File: config.mk
export PLATFORM = sky130hd
export DESIGN_NAME = saturn_bus_fetch
export DESIGN_NICKNAME = d
export VERILOG_FILES = /design/src/rtl/saturn_bus_fetch.sv
export SDC_FILE = /design/constraint.sdc
export NUM_CORES = 1
export LEC_CHECK = 0
export ABC_CLOCK_PERIOD_IN_PS = 1980
export BUFFER_PORTS_ARGS = -buffer_cell sky130_fd_sc_hd__buf_2
export CAP_MARGIN = 20
export CORE_UTILIZATION = 52
export CTS_CLUSTER_DIAMETER = 40
export DETAILED_ROUTE_END_ITERATION = 10
export GPL_TIMING_DRIVEN = 0
export HOLD_SLACK_MARGIN = 0.1
export PLACE_DENSITY = 0.83
export SLEW_MARGIN = 20
export SYNTH_ARGS = -nofsm -noshare
export SYNTH_HDL_FRONTEND = slang
export SYNTH_SLANG_ARGS = --single-unit
File: constraint.sdc
create_clock -name i_clk -period 1.98 [get_ports i_clk]
set_input_delay 0.297 -clock i_clk [delete_from_list [all_inputs] [get_ports i_clk]]
set_output_delay 0.297 -clock i_clk [all_outputs]
set_load 0.02 [all_outputs]
File: src/rtl/saturn_bus_fetch.sv
// Saturn nibble-bus fetch controller: LOAD_PC command, 5 address nibbles, PC_READ, then streaming.
// Define SATURN_BUS_ADDR_SHADOW_EN to build the shadow-address mismatch checker.
module saturn_bus_fetch #(
   parameter logic [3:0] LOAD_PC_CMD = 4'h4,
   parameter logic [3:0] PC_READ_CMD = 4'h2
) (
   input  logic        i_clk,
   input  logic        i_reset_n,
   input  logic        i_clk_en,
   input  logic [3:0]  i_phases,
   input  logic [19:0] i_current_pc,
   input  logic        i_reload_pc,
   input  logic [3:0]  i_bus_data,
   output logic [3:0]  o_bus_data,
   output logic        o_bus_strobe,
   output logic        o_bus_cmd,
   output logic        o_bus_busy,
   output logic [3:0]  o_nibble,
   output logic        o_pc_mismatch
);

   typedef enum logic [2:0] {
      S_LOAD_CMD  = 3'd0,
      S_LOAD_ADDR = 3'd1,
      S_READ_CMD  = 3'd2,
      S_SETTLE    = 3'd3,
      S_STREAM    = 3'd4
   } state_t;

   state_t      state_r;
   logic [19:0] addr_sr_r;
   logic [2:0]  count_r;
   logic        reload_q_r;
   logic        reload_pend_r;

   logic        step_s;
   logic        ph0_s;
   logic        ph1_s;
   logic        ph3_s;
   logic        reload_fall_s;
   logic        honor_s;

   assign step_s        = i_clk_en & (|i_phases);
   assign ph0_s         = i_clk_en & i_phases[0];
   assign ph1_s         = i_clk_en & i_phases[1];
   assign ph3_s         = i_clk_en & i_phases[3];
   assign reload_fall_s = step_s & reload_q_r & ~i_reload_pc;
   assign honor_s       = ph0_s & (state_r == S_STREAM) & reload_pend_r;
   assign o_bus_busy    = (state_r != S_STREAM);

   // Bus sequencer: bus outputs are one-cycle pulses that fall back to 0 unless re-driven.
   always_ff @(posedge i_clk or negedge i_reset_n) begin
      if (!i_reset_n) begin
         state_r      <= S_LOAD_CMD;
         addr_sr_r    <= 20'h00000;
         count_r      <= 3'd0;
         o_bus_data   <= 4'h0;
         o_bus_strobe <= 1'b0;
         o_bus_cmd    <= 1'b0;
      end else begin
         o_bus_data   <= 4'h0;
         o_bus_strobe <= 1'b0;
         o_bus_cmd    <= 1'b0;
         if (ph0_s) begin
            case (state_r)
               S_LOAD_CMD: begin
                  o_bus_data   <= LOAD_PC_CMD;
                  o_bus_cmd    <= 1'b1;
                  o_bus_strobe <= 1'b1;
                  addr_sr_r    <= i_current_pc;
                  count_r      <= 3'd0;
                  state_r      <= S_LOAD_ADDR;
               end
               S_LOAD_ADDR: begin
                  o_bus_data   <= addr_sr_r[3:0];
                  o_bus_strobe <= 1'b1;
                  addr_sr_r    <= {4'h0, addr_sr_r[19:4]};
                  count_r      <= count_r + 3'd1;
                  if (count_r == 3'd4) begin
                     state_r <= S_READ_CMD;
                  end
               end
               S_READ_CMD: begin
                  o_bus_data   <= PC_READ_CMD;
                  o_bus_cmd    <= 1'b1;
                  o_bus_strobe <= 1'b1;
                  state_r      <= S_SETTLE;
               end
               S_SETTLE: begin
                  state_r <= S_SETTLE;
               end
               S_STREAM: begin
                  // A pending jump takes this slot instead of a fetch.
                  if (reload_pend_r) begin
                     state_r <= S_LOAD_CMD;
                  end else begin
                     o_bus_strobe <= 1'b1;
                  end
               end
               default: begin
                  state_r <= S_LOAD_CMD;
               end
            endcase
         end else if (ph3_s && (state_r == S_SETTLE)) begin
            state_r <= S_STREAM;
         end
      end
   end

   // Instruction nibble capture on the phase-1 step of a streaming cycle.
   always_ff @(posedge i_clk or negedge i_reset_n) begin
      if (!i_reset_n) begin
         o_nibble <= 4'h0;
      end else if (ph1_s && (state_r == S_STREAM)) begin
         o_nibble <= i_bus_data;
      end
   end

   // Jump detection: remember a falling edge of i_reload_pc until it is honoured.
   always_ff @(posedge i_clk or negedge i_reset_n) begin
      if (!i_reset_n) begin
         reload_q_r    <= 1'b0;
         reload_pend_r <= 1'b0;
      end else if (step_s) begin
         reload_q_r    <= i_reload_pc;
         reload_pend_r <= (reload_pend_r & ~honor_s) | reload_fall_s;
      end
   end

`ifdef SATURN_BUS_ADDR_SHADOW_EN
   logic [19:0] shadow_r;
   logic        ph2_s;
   logic        fetch_s;

   assign ph2_s   = i_clk_en & i_phases[2];
   assign fetch_s = ph0_s & (state_r == S_STREAM) & ~reload_pend_r;

   // Shadow PC follows every fetch; any divergence from the PC/RSTK unit is sticky.
   always_ff @(posedge i_clk or negedge i_reset_n) begin
      if (!i_reset_n) begin
         shadow_r      <= 20'h00000;
         o_pc_mismatch <= 1'b0;
      end else begin
         if (ph0_s && (state_r == S_LOAD_CMD)) begin
            shadow_r <= i_current_pc;
         end else if (fetch_s) begin
            shadow_r <= shadow_r + 20'd1;
         end
         if (ph2_s && (state_r == S_STREAM) && (shadow_r != i_current_pc)) begin
            o_pc_mismatch <= 1'b1;
         end
      end
   end
`else
   assign o_pc_mismatch = 1'b0;
`endif

endmodule

==> results_dict.tcl, run 1 <==
set metrics [dict create \
    outcome "complete, no violations" \
    rsz0062_at_grt "no" \
    cell_with_the_largest_stage_delay_on_the_worst_path "or3_1" \
    cts_buffers 5 \
    hold_path_class "in -> reg" \
    synthesis.nets 190 \
    min_delay_path_depth 2 \
    preCtsSetupSlack_ns 0.3202 \
    portBuffers 41 \
    dr_total_vias 1284 \
    htreeDepth 2 \
    synthAdderAreaFrac_pct 1.457 \
    std_cell_rows 20 \
    grt_util_all_layers_pct 20.96 \
    dieHeight_um 59.48 \
    cells_traversed_along_the_worst_timing_path "buf_4 > inv_1 > or3_1 > buf_2" \
    die_x_um 59.48 \
    drive_gt1_share_pct 31.07 \
    grt_pass1_vias 1257 \
    postCtsSetupRepairBufs 0 \
    ir_worst_vdd_uv 521.4 \
    remaining_drc_errors 0 \
    period_minus_slack_ns 1.854 \
    max_freq_mhz 539.3 \
    clk_path_buf_depth 2 \
    grt_overflow 0 \
    post-route-period-util_pct 93.65 \
    cts.root.buffer_cell "clkbuf_4" \
    routed_wirelength_mm 3.123 \
    finalSetupTns_ns 0 \
    worst_tran_pin_value_ns 0.8004 \
    placeable_area_um2 3103 \
    final_total_pwr_mw 2.665 \
    grt_start_max_net_pins 39 \
    viasPerCell 5.136 \
    detailedRoute.firstPassIterationCount 4 \
    largest_stage_delay_on_the_critical_path_ns 0.44 \
    cts_tree "built" \
    muxShareOfSynthArea_pct 13.84 \
    drv.max_cap_violation_count 0 \
    slew_headroom_pct 46.64 \
    syn_area_per_cell_um2 11.01 \
    ys.warnings.count 0 \
    cts.sink_count 38 \
    routedWlPerCell_um 12.49 \
    cts-hold-fix-buffers 1 \
    finalHoldViolations 0 \
    grt_pass1_wl_mm 5.306 \
    synthToLayoutAreaGrowth_pct 19.23 \
    seq_area_frac_synth_pct 55.35 \
    netlist_instances 156 \
    floorplan.io_pins 44 \
    worstSkewPairLatency_ns 0.36 \
    initial_utilization_pct 55.36 \
    hpwl_mm 2.276 \
    cts_repair_resize_count 0 \
    die_area_um2 3537 \
    dr.first_iter.drc_count 29 \
    place_congestion 0.7855 \
    final_common_cell "buf_2" \
    ys_seq_elements 38 \
    critPathRequiredTime_ns 1.68 \
    clk_transition_reported_paths_ns 0.10 \
    diodes 0 \
    clock_skew_ns 0.004084 \
    yosys.cell_types.count 34 \
    synth.cell_area_um2 1718 \
    most-common-layout-cells "buf_2, dfrtp_1, nand2_1, mux2i_1, o21ai_0" \
    cp_max_fo 9 \
    critPathArrivalTime_ns 1.56 \
    synth_top_family_by_area "multiplexers" \
    ant_nets 0 \
    yosys.area.top_type_share_pct 55.35 \
    fillerInstances 268 \
    report.final.setup_viol 0 \
    timing.critical_path.from_type "flip-flop" \
    nNetsFinal 239 \
    reg2reg_depth 5 \
    critPathCaptureType "output pin" \
    compound_gate_portion_of_the_synthesized_area_pct 13.33 \
    cell_leakage_power_nw 0.9813 \
    critical_path_class "reg -> out" \
    cellPowerDensity_nw_per_um2 1301 \
    final.hold.worst_slack_ns 0.1541 \
    grt_antenna_before_repair 0 \
    synth-xor-area-share_pct 0 \
    synth_top_cells_by_area "dfrtp_1, mux2i_1, nand2_1, mux2_2, o21ai_0" \
    synth_top_cell_by_area "dfrtp_1" \
    post-route-worst-setup-slack_ns 0.1257 \
    final-max-slew-violation-count 0 \
    synth-simple-area-share_pct 11.51 \
]
## path summary, 6_finish.rpt
check                                  from       endpoint  slack, ns
hold / removal             i_current_pc[17]  addr_sr_r[17]       0.15
setup / recovery                 state_r[2]     o_bus_busy       0.13
max in group asynchronous         i_reset_n   addr_sr_r[8]       0.92
hold reg to reg               addr_sr_r[10]  addr_sr_r[10]       0.49
setup reg to reg                 state_r[0]  addr_sr_r[12]       0.30
min in group asynchronous         i_reset_n   o_bus_strobe       0.55
## layout make-up
type | count | area (um^2) | share of cell area (%)
multi-input cells | 104 | 693.2 | 33.84
flip-flops and latches | 38 | 950.9 | 46.43
inverters | 5 | 18.77 | 0.9163
clock buffers | 7 | 55.05 | 2.688
repair buffers | 42 | 215.2 | 10.51
clock inverters | 1 | 5.005 | 0.2443
plain buffers | 9 | 55.05 | 2.688
well taps | 44 | 55.05 | 2.688
## registers in the layout, summed over array words and instances (netlist names)
name,flops
addr_sr_r,20
o_bus_data,4
o_nibble,4
count_r,3
state_r,3
o_bus_cmd,1
o_bus_strobe,1
reload_pend_r,1
reload_q_r,1
## report_power, final
part / internal (mW) / switching (mW) / leakage [nW] / total (mW)
combinational: 0.440 / 0.540 / 0.471 / 0.980
clock: 0.172 / 0.248 / 0.0353 / 0.420
sequential: 1.08 / 0.181 / 0.475 / 1.26
## per-layer routing
layer  routed length (um)  track usage, %  vias to the layer above  share of wire (%)
met5                    0               0                        -                  0
met1                 1329           23.88                      607                 43
met2                 1574           35.15                       35                 50
met4                   84           13.61                        0                2.7
li1                     -               -                      634                  -
met3                  134           4.803                        8                4.3
## worst max-delay path, delay by kind of cell, from the launching register on
family / cells / cell delay, ns
buffers and inverters: 3 / 0.41
DFF: 1 / 0.34
and+or+nand+nor: 1 / 0.44
## kinds of logic (layout without fill, tap and decap cells)
logic type      after synthesis  in the layout
other cells                   1              1
buf+inv                      14             64
simple gates                 40             40
flops                        38             38
fa+ha+maj                     2              2
compound gates               38             38
mux                          23             23
## stage by stage
| step | cells | cell area (um^2) | utilization (%) |
|---|---|---|---|
| 2_1_floorplan | 156 | 1718 | - |
| 3_3_place_gp | 241 | 1978 | 63.75 |
| 3_5_place_dp | 241 | 1978 | 63.75 |
| 4_1_cts | 250 | 2048 | 66.01 |
| 5_1_grt | 250 | 2048 | 66.01 |
| 6_report | 250 | 2048 | 66.01 |
## cells in the mapped netlist (all sizes together)
cell type   n
a31o        1
dfrtp      38
a211oi      2
conb        1
and2b       1
o41ai       1
o21a        1
or3         1
buf         5
and2        2
nand2b      1
o31ai       1
mux2i      17
a21oi       6
clkbuf      4
nor2        9
nand4bb     1
inv         5
nor4        1
nor3        3
nand3       1
mux2        6
a31oi       1
nand2      20
a22o        4
ha          2
o21ai      21
Power figures use the tool's default switching activity.
==> run 2: changes to the inputs <==
--- a/config.mk
+++ b/config.mk
@@ -13,7 +13,7 @@
 export DETAILED_ROUTE_END_ITERATION = 10
 export GPL_TIMING_DRIVEN = 0
 export HOLD_SLACK_MARGIN = 0.1
-export PLACE_DENSITY = 0.83
+export PLACE_DENSITY = 0.79
 export SLEW_MARGIN = 20
 export SYNTH_ARGS = -nofsm -noshare
 export SYNTH_HDL_FRONTEND = slang
==> run 2 against run 1 <==
Net effect:
- largest cell class unchanged
- hold slack better by 0.016 ns
- cell area up 1.0%
- highest routed layer unchanged
- total power up 6.1%
==> results_dict.tcl, run 2 (synthesized netlist as in run 1, its figures left out) <==
set metrics [dict create \
    period_minus_slack_ns 1.855 \
    report.final.setup_viol 0 \
    viasPerCell 5.297 \
    critical_path_class "reg -> out" \
    max_freq_mhz 539.0 \
    preCtsSetupSlack_ns 0.3025 \
    grt_pass1_wl_mm 5.671 \
    hpwl_mm 2.425 \
    remaining_drc_errors 0 \
    register_with_the_highest_flop_count "addr_sr_r" \
    std_cell_rows 20 \
    reg2reg_depth 6 \
    fillerInstances 253 \
    critPathArrivalTime_ns 1.56 \
    design_area_um2 2069 \
    outcome "complete, no violations" \
    die_area_um2 3537 \
    cell_leakage_power_nw 0.9903 \
    critPathCaptureType "output pin" \
    timing.rr.start "state_r[2]" \
    floorplan.io_pins 44 \
    finalSetupTns_ns 0 \
    grt_util_all_layers_pct 22.53 \
    cts.sink_count 38 \
    cellPowerDensity_nw_per_um2 1366 \
    clock_skew_ns 0.004552 \
    grt_pass1_vias 1338 \
    setup.worst_path.start "state_r[2]" \
    final_total_pwr_mw 2.828 \
    initial_utilization_pct 55.36 \
    detailedRoute.firstPassIterationCount 5 \
    routedWlPerCell_um 13.87 \
    drive_gt1_share_pct 31.22 \
    timing.reg2reg.setup_slack_ns 0.26 \
    dpl-instance-area_um2 1978 \
    cp_max_fo 9 \
    clk_transition_reported_paths_ns 0.11 \
    ir_worst_vdd_uv 835.5 \
    placeable_area_um2 3103 \
    worst_tran_pin_value_ns 0.8218 \
    htreeDepth 2 \
    grt_start_max_net_pins 39 \
    rsz0062_at_grt "no" \
    drv.max_cap_violation_count 0 \
    post-route-period-util_pct 93.71 \
    min_delay_path_depth 2 \
    largest_register_ffs 20 \
    hold_end "addr_sr_r[17]" \
    routed_wirelength_mm 3.453 \
    synthToLayoutAreaGrowth_pct 20.47 \
    min-delay-start "i_current_pc[17]" \
    regToRegEndpoint "addr_sr_r[13]" \
    die_x_um 59.48 \
    ant_nets 0 \
    cts.root.buffer_cell "clkbuf_4" \
    nNetsFinal 239 \
    hold_path_class "in -> reg" \
    worstSkewPairLatency_ns 0.34 \
    grt_overflow 0 \
    finalHoldViolations 0 \
    most-common-layout-cells "buf_2, dfrtp_1, nand2_1, mux2i_1, o21ai_0" \
    cts_tree "built" \
    portBuffers 41 \
    critPathRequiredTime_ns 1.68 \
    final-max-slew-violation-count 0 \
    dr_total_vias 1319 \
    diodes 0 \
    grt_antenna_before_repair 0 \
    clk_path_buf_depth 2 \
    dr.first_iter.drc_count 36 \
    slew_headroom_pct 45.22 \
    post-route-worst-setup-slack_ns 0.1246 \
    place_congestion 0.7478 \
    final_common_cell "buf_2" \
    cts_buffers 5 \
    layout_top_registers "addr_sr_r x20, o_bus_data x4, o_nibble x4" \
    timing.critical_path.from_type "flip-flop" \
    dieHeight_um 59.48 \
]
## run 2: changes by cell type in the layout (fill, tap and decap cells not counted), sizes merged
cell    previous run  this run
clkinv             1         0
bufinv             0         1
clkbuf            11        10
## run 2: final cells by class
class / count / area, um^2 / area share, %
plain buffers: 9 / 55.05 / 2.660
clock buffers: 6 / 51.30 / 2.479
clock inverters: 1 / 30.03 / 1.451
inverters: 5 / 18.77 / 0.9069
multi-input cells: 104 / 693.2 / 33.49
flip-flops and latches: 38 / 950.9 / 45.95
well taps: 44 / 55.05 / 2.660
repair buffers: 42 / 215.2 / 10.40
## run 2: per-layer routing
metal	vias to the layer above	track usage (%)	part of all wire (%)
li1	637	-	-
met1	618	24.54	41
met2	54	37.40	52
met3	10	7.860	4.7
met4	0	13.95	2.5
met5	-	0	0
## run 2: power by group
group	internal [mW]	total, mW	switching, mW
clock network	0.294	0.539	0.245
registers	1.08	1.28	0.197
logic	0.441	1.01	0.566
total	1.82	2.83	1.01
## run 2: metrics by stage
step / instances / utilization [%] / hold WS [ns]
detailed placement: 241 / 63.75 / 0.4313
finish: 249 / 66.69 / 0.1697
global placement: 241 / 63.75 / 0.4230
floorplan: 156 / - / 0.001409
global route: 249 / 66.69 / 0.1592
CTS: 249 / 66.69 / 0.1598
## run 2: how the worst max path moves through the flow
stage          slack, ns       endpoint  cells after the start
2_1_floorplan       0.32    o_nibble[0]                      5
3_3_place_gp        0.34  addr_sr_r[12]                      5
3_5_place_dp        0.30   addr_sr_r[4]                      5
4_1_cts             0.11     o_bus_busy                      4
5_1_grt             0.06     o_bus_busy                      4
6_report            0.12     o_bus_busy                      4
## run 2: what timing repair did
| item | in CTS | in global routing |
|---|---|---|
| hold buffers | 1 | 0 |
| hold endpoints to repair | 38 | 0 |
| gates resized for setup | 0 | 0 |
| setup buffers | 0 | 0 |
## run 2: critical path, stage by stage, from the launching register on
cell and delay (ns):
dfrtp_1 0.34, buf_4 0.17, inv_1 0.07, or3_1 0.45, buf_2 0.19
==> run 3: changes to the inputs <==
--- a/config.mk
+++ b/config.mk
@@ -8,6 +8,7 @@
 export ABC_CLOCK_PERIOD_IN_PS = 1980
 export BUFFER_PORTS_ARGS = -buffer_cell sky130_fd_sc_hd__buf_2
 export CAP_MARGIN = 20
+export CORE_ASPECT_RATIO = 0.75
 export CORE_UTILIZATION = 52
 export CTS_CLUSTER_DIAMETER = 40
 export DETAILED_ROUTE_END_ITERATION = 10
==> run 3 against run 2 <==
Net effect:
- critical path depth is the same
- highest routed layer unchanged
- cell area shrank 1.1%
- clock skew is essentially flat
==> results_dict.tcl, run 3 (synthesized netlist as in run 1, its figures left out) <==
set metrics [dict create \
    placeable_area_um2 3042 \
    cell_leakage_power_nw 0.9801 \
    ir_worst_vdd_uv 1039 \
    max_freq_mhz 549.5 \
    cts_repair_resize_count 0 \
    int_pwr_mw 1.772 \
    clk_transition_reported_paths_ns 0.07 \
    synthToLayoutAreaGrowth_pct 19.15 \
    grt_util_all_layers_pct 22.20 \
    cp_num_cells 4 \
    largest_stage_delay_on_the_critical_path_ns 0.46 \
    routed_wirelength_mm 3.396 \
    timing.critical_path.from_type "flip-flop" \
    postCtsSetupRepairBufs 0 \
    power.clock.fraction_pct 17.5 \
    place_congestion 0.7480 \
    worst_tran_pin_value_ns 0.8163 \
    grt_pass1_wl_mm 5.506 \
    final-max-slew-violation-count 0 \
    critPathRequiredTime_ns 1.68 \
    finalHoldViolations 0 \
    reg_power_share_pct 46.1 \
    finalSetupTns_ns 0 \
    dr_total_vias 1326 \
    die_x_um 68.37 \
    dieHeight_um 51.78 \
    clock_skew_ns 0.004955 \
    power.share.combinational_pct 36.4 \
    critPathArrivalTime_ns 1.52 \
    grt_antenna_before_repair 0 \
    cts.sink_count 38 \
    worstSkewPairLatency_ns 0.28 \
    diodes 0 \
    floorplan.io_pins 44 \
    drive_gt1_share_pct 30.39 \
    ant_nets 0 \
    cts-hold-fix-buffers 0 \
    cell_with_the_largest_stage_delay_on_the_worst_path "or3_1" \
    p_sw_mw 1.010 \
    design_area_um2 2047 \
    hold_path_class "in -> async" \
    initial_utilization_pct 56.48 \
    hpwl_mm 2.423 \
    portBuffers 41 \
    std_cell_rows 17 \
    final.hold.worst_slack_ns 0.1046 \
    slew_headroom_pct 45.58 \
    layout_top_registers "addr_sr_r x20, o_bus_data x4, o_nibble x4" \
    final_common_cell "buf_2" \
    register_with_the_highest_flop_count "addr_sr_r" \
    crit_buf_inv 3 \
    dr.first_iter.drc_count 65 \
    post-route-period-util_pct 91.92 \
    nNetsFinal 238 \
    final_total_pwr_mw 2.782 \
    viasPerCell 5.479 \
    grt_overflow 0 \
    cts_tree "built" \
    cp_max_fo 9 \
    cpLargestDelayFamily "simple AND/OR/NAND/NOR gates" \
    cellPowerDensity_nw_per_um2 1359 \
    outcome "complete, no violations" \
    cts.root.buffer_cell "clkbuf_8" \
    most-common-layout-cells "buf_2, dfrtp_1, nand2_1, mux2i_1, o21ai_0" \
    rsz0062_at_grt "no" \
    cells_traversed_along_the_worst_timing_path "buf_4 > inv_1 > or3_1 > buf_2" \
    post-route-util_pct 67.30 \
    clk_path_buf_depth 2 \
    grt_start_max_net_pins 39 \
    period_minus_slack_ns 1.820 \
    cts_buffers 5 \
    remaining_drc_errors 0 \
    htreeDepth 2 \
    largest_register_ffs 20 \
    dpl-instance-area_um2 1971 \
    reg2reg_depth 5 \
    detailedRoute.firstPassIterationCount 4 \
    die_area_um2 3540 \
    netSwitchingFraction_pct 36.30 \
    routedWlPerCell_um 14.03 \
    critPathCaptureType "output pin" \
    report.final.setup_viol 0 \
    critical_path_class "reg -> out" \
    drv.max_cap_violation_count 0 \
    grt_pass1_vias 1255 \
]
run 3: final cells by class:
cell class              count  area (um^2)
clock buffers               7        76.32
fillers                   248        994.7
multi-input cells         104        693.2
flip-flops and latches     38        950.9
plain buffers               9        55.05
well taps                  38        47.55
repair buffers             41        205.2
inverters                   5        18.77
run 3: routing by layer:
metal	up-vias	wire, um	track usage [%]
met5	-	0	0
met4	0	85	10.76
met3	12	169	5.482
met2	45	1618	34.64
met1	631	1523	28.76
li1	638	-	-
run 3: worst reg2reg max path, cell delays in order (launching register included):
cell     delay, ns
dfrtp_1       0.49
inv_2         0.13
nor3_4        0.42
buf_8         0.23
mux2i_1       0.21
o21ai_1       0.09
run 3: worst paths after layout:
| path | startpoint | endpoint | slack [ns] |
|---|---|---|---|
| setup / recovery | state_r[2] | o_bus_busy | 0.16 |
| hold reg to reg | addr_sr_r[10] | addr_sr_r[10] | 0.48 |
| max in group asynchronous | i_reset_n | addr_sr_r[6] | 1.36 |
| setup reg to reg | state_r[0] | addr_sr_r[0] | 0.27 |
| hold / removal | i_reset_n | addr_sr_r[17] | 0.10 |
| min in group i_clk | i_current_pc[16] | addr_sr_r[16] | 0.23 |
run 3: power groups by stage:
stage | clock (mW) | combinational, mW | sequential (mW)
floorplan | 0 | 0.687 | 1.31
global placement | 0 | 0.955 | 1.26
detailed placement | 0 | 1.01 | 1.29
CTS | 0.493 | 1.02 | 1.28
global route | 0.521 | 1.12 | 1.32
finish | 0.487 | 1.01 | 1.28
run 3: metrics by stage:
stage | std cells | setup WS [ns]
after floorplan | 156 | 0.3235
after global placement | 235 | 0.3651
after detailed placement | 235 | 0.3047
after CTS | 242 | 0.1568
after global routing | 242 | 0.1224
final | 242 | 0.1600
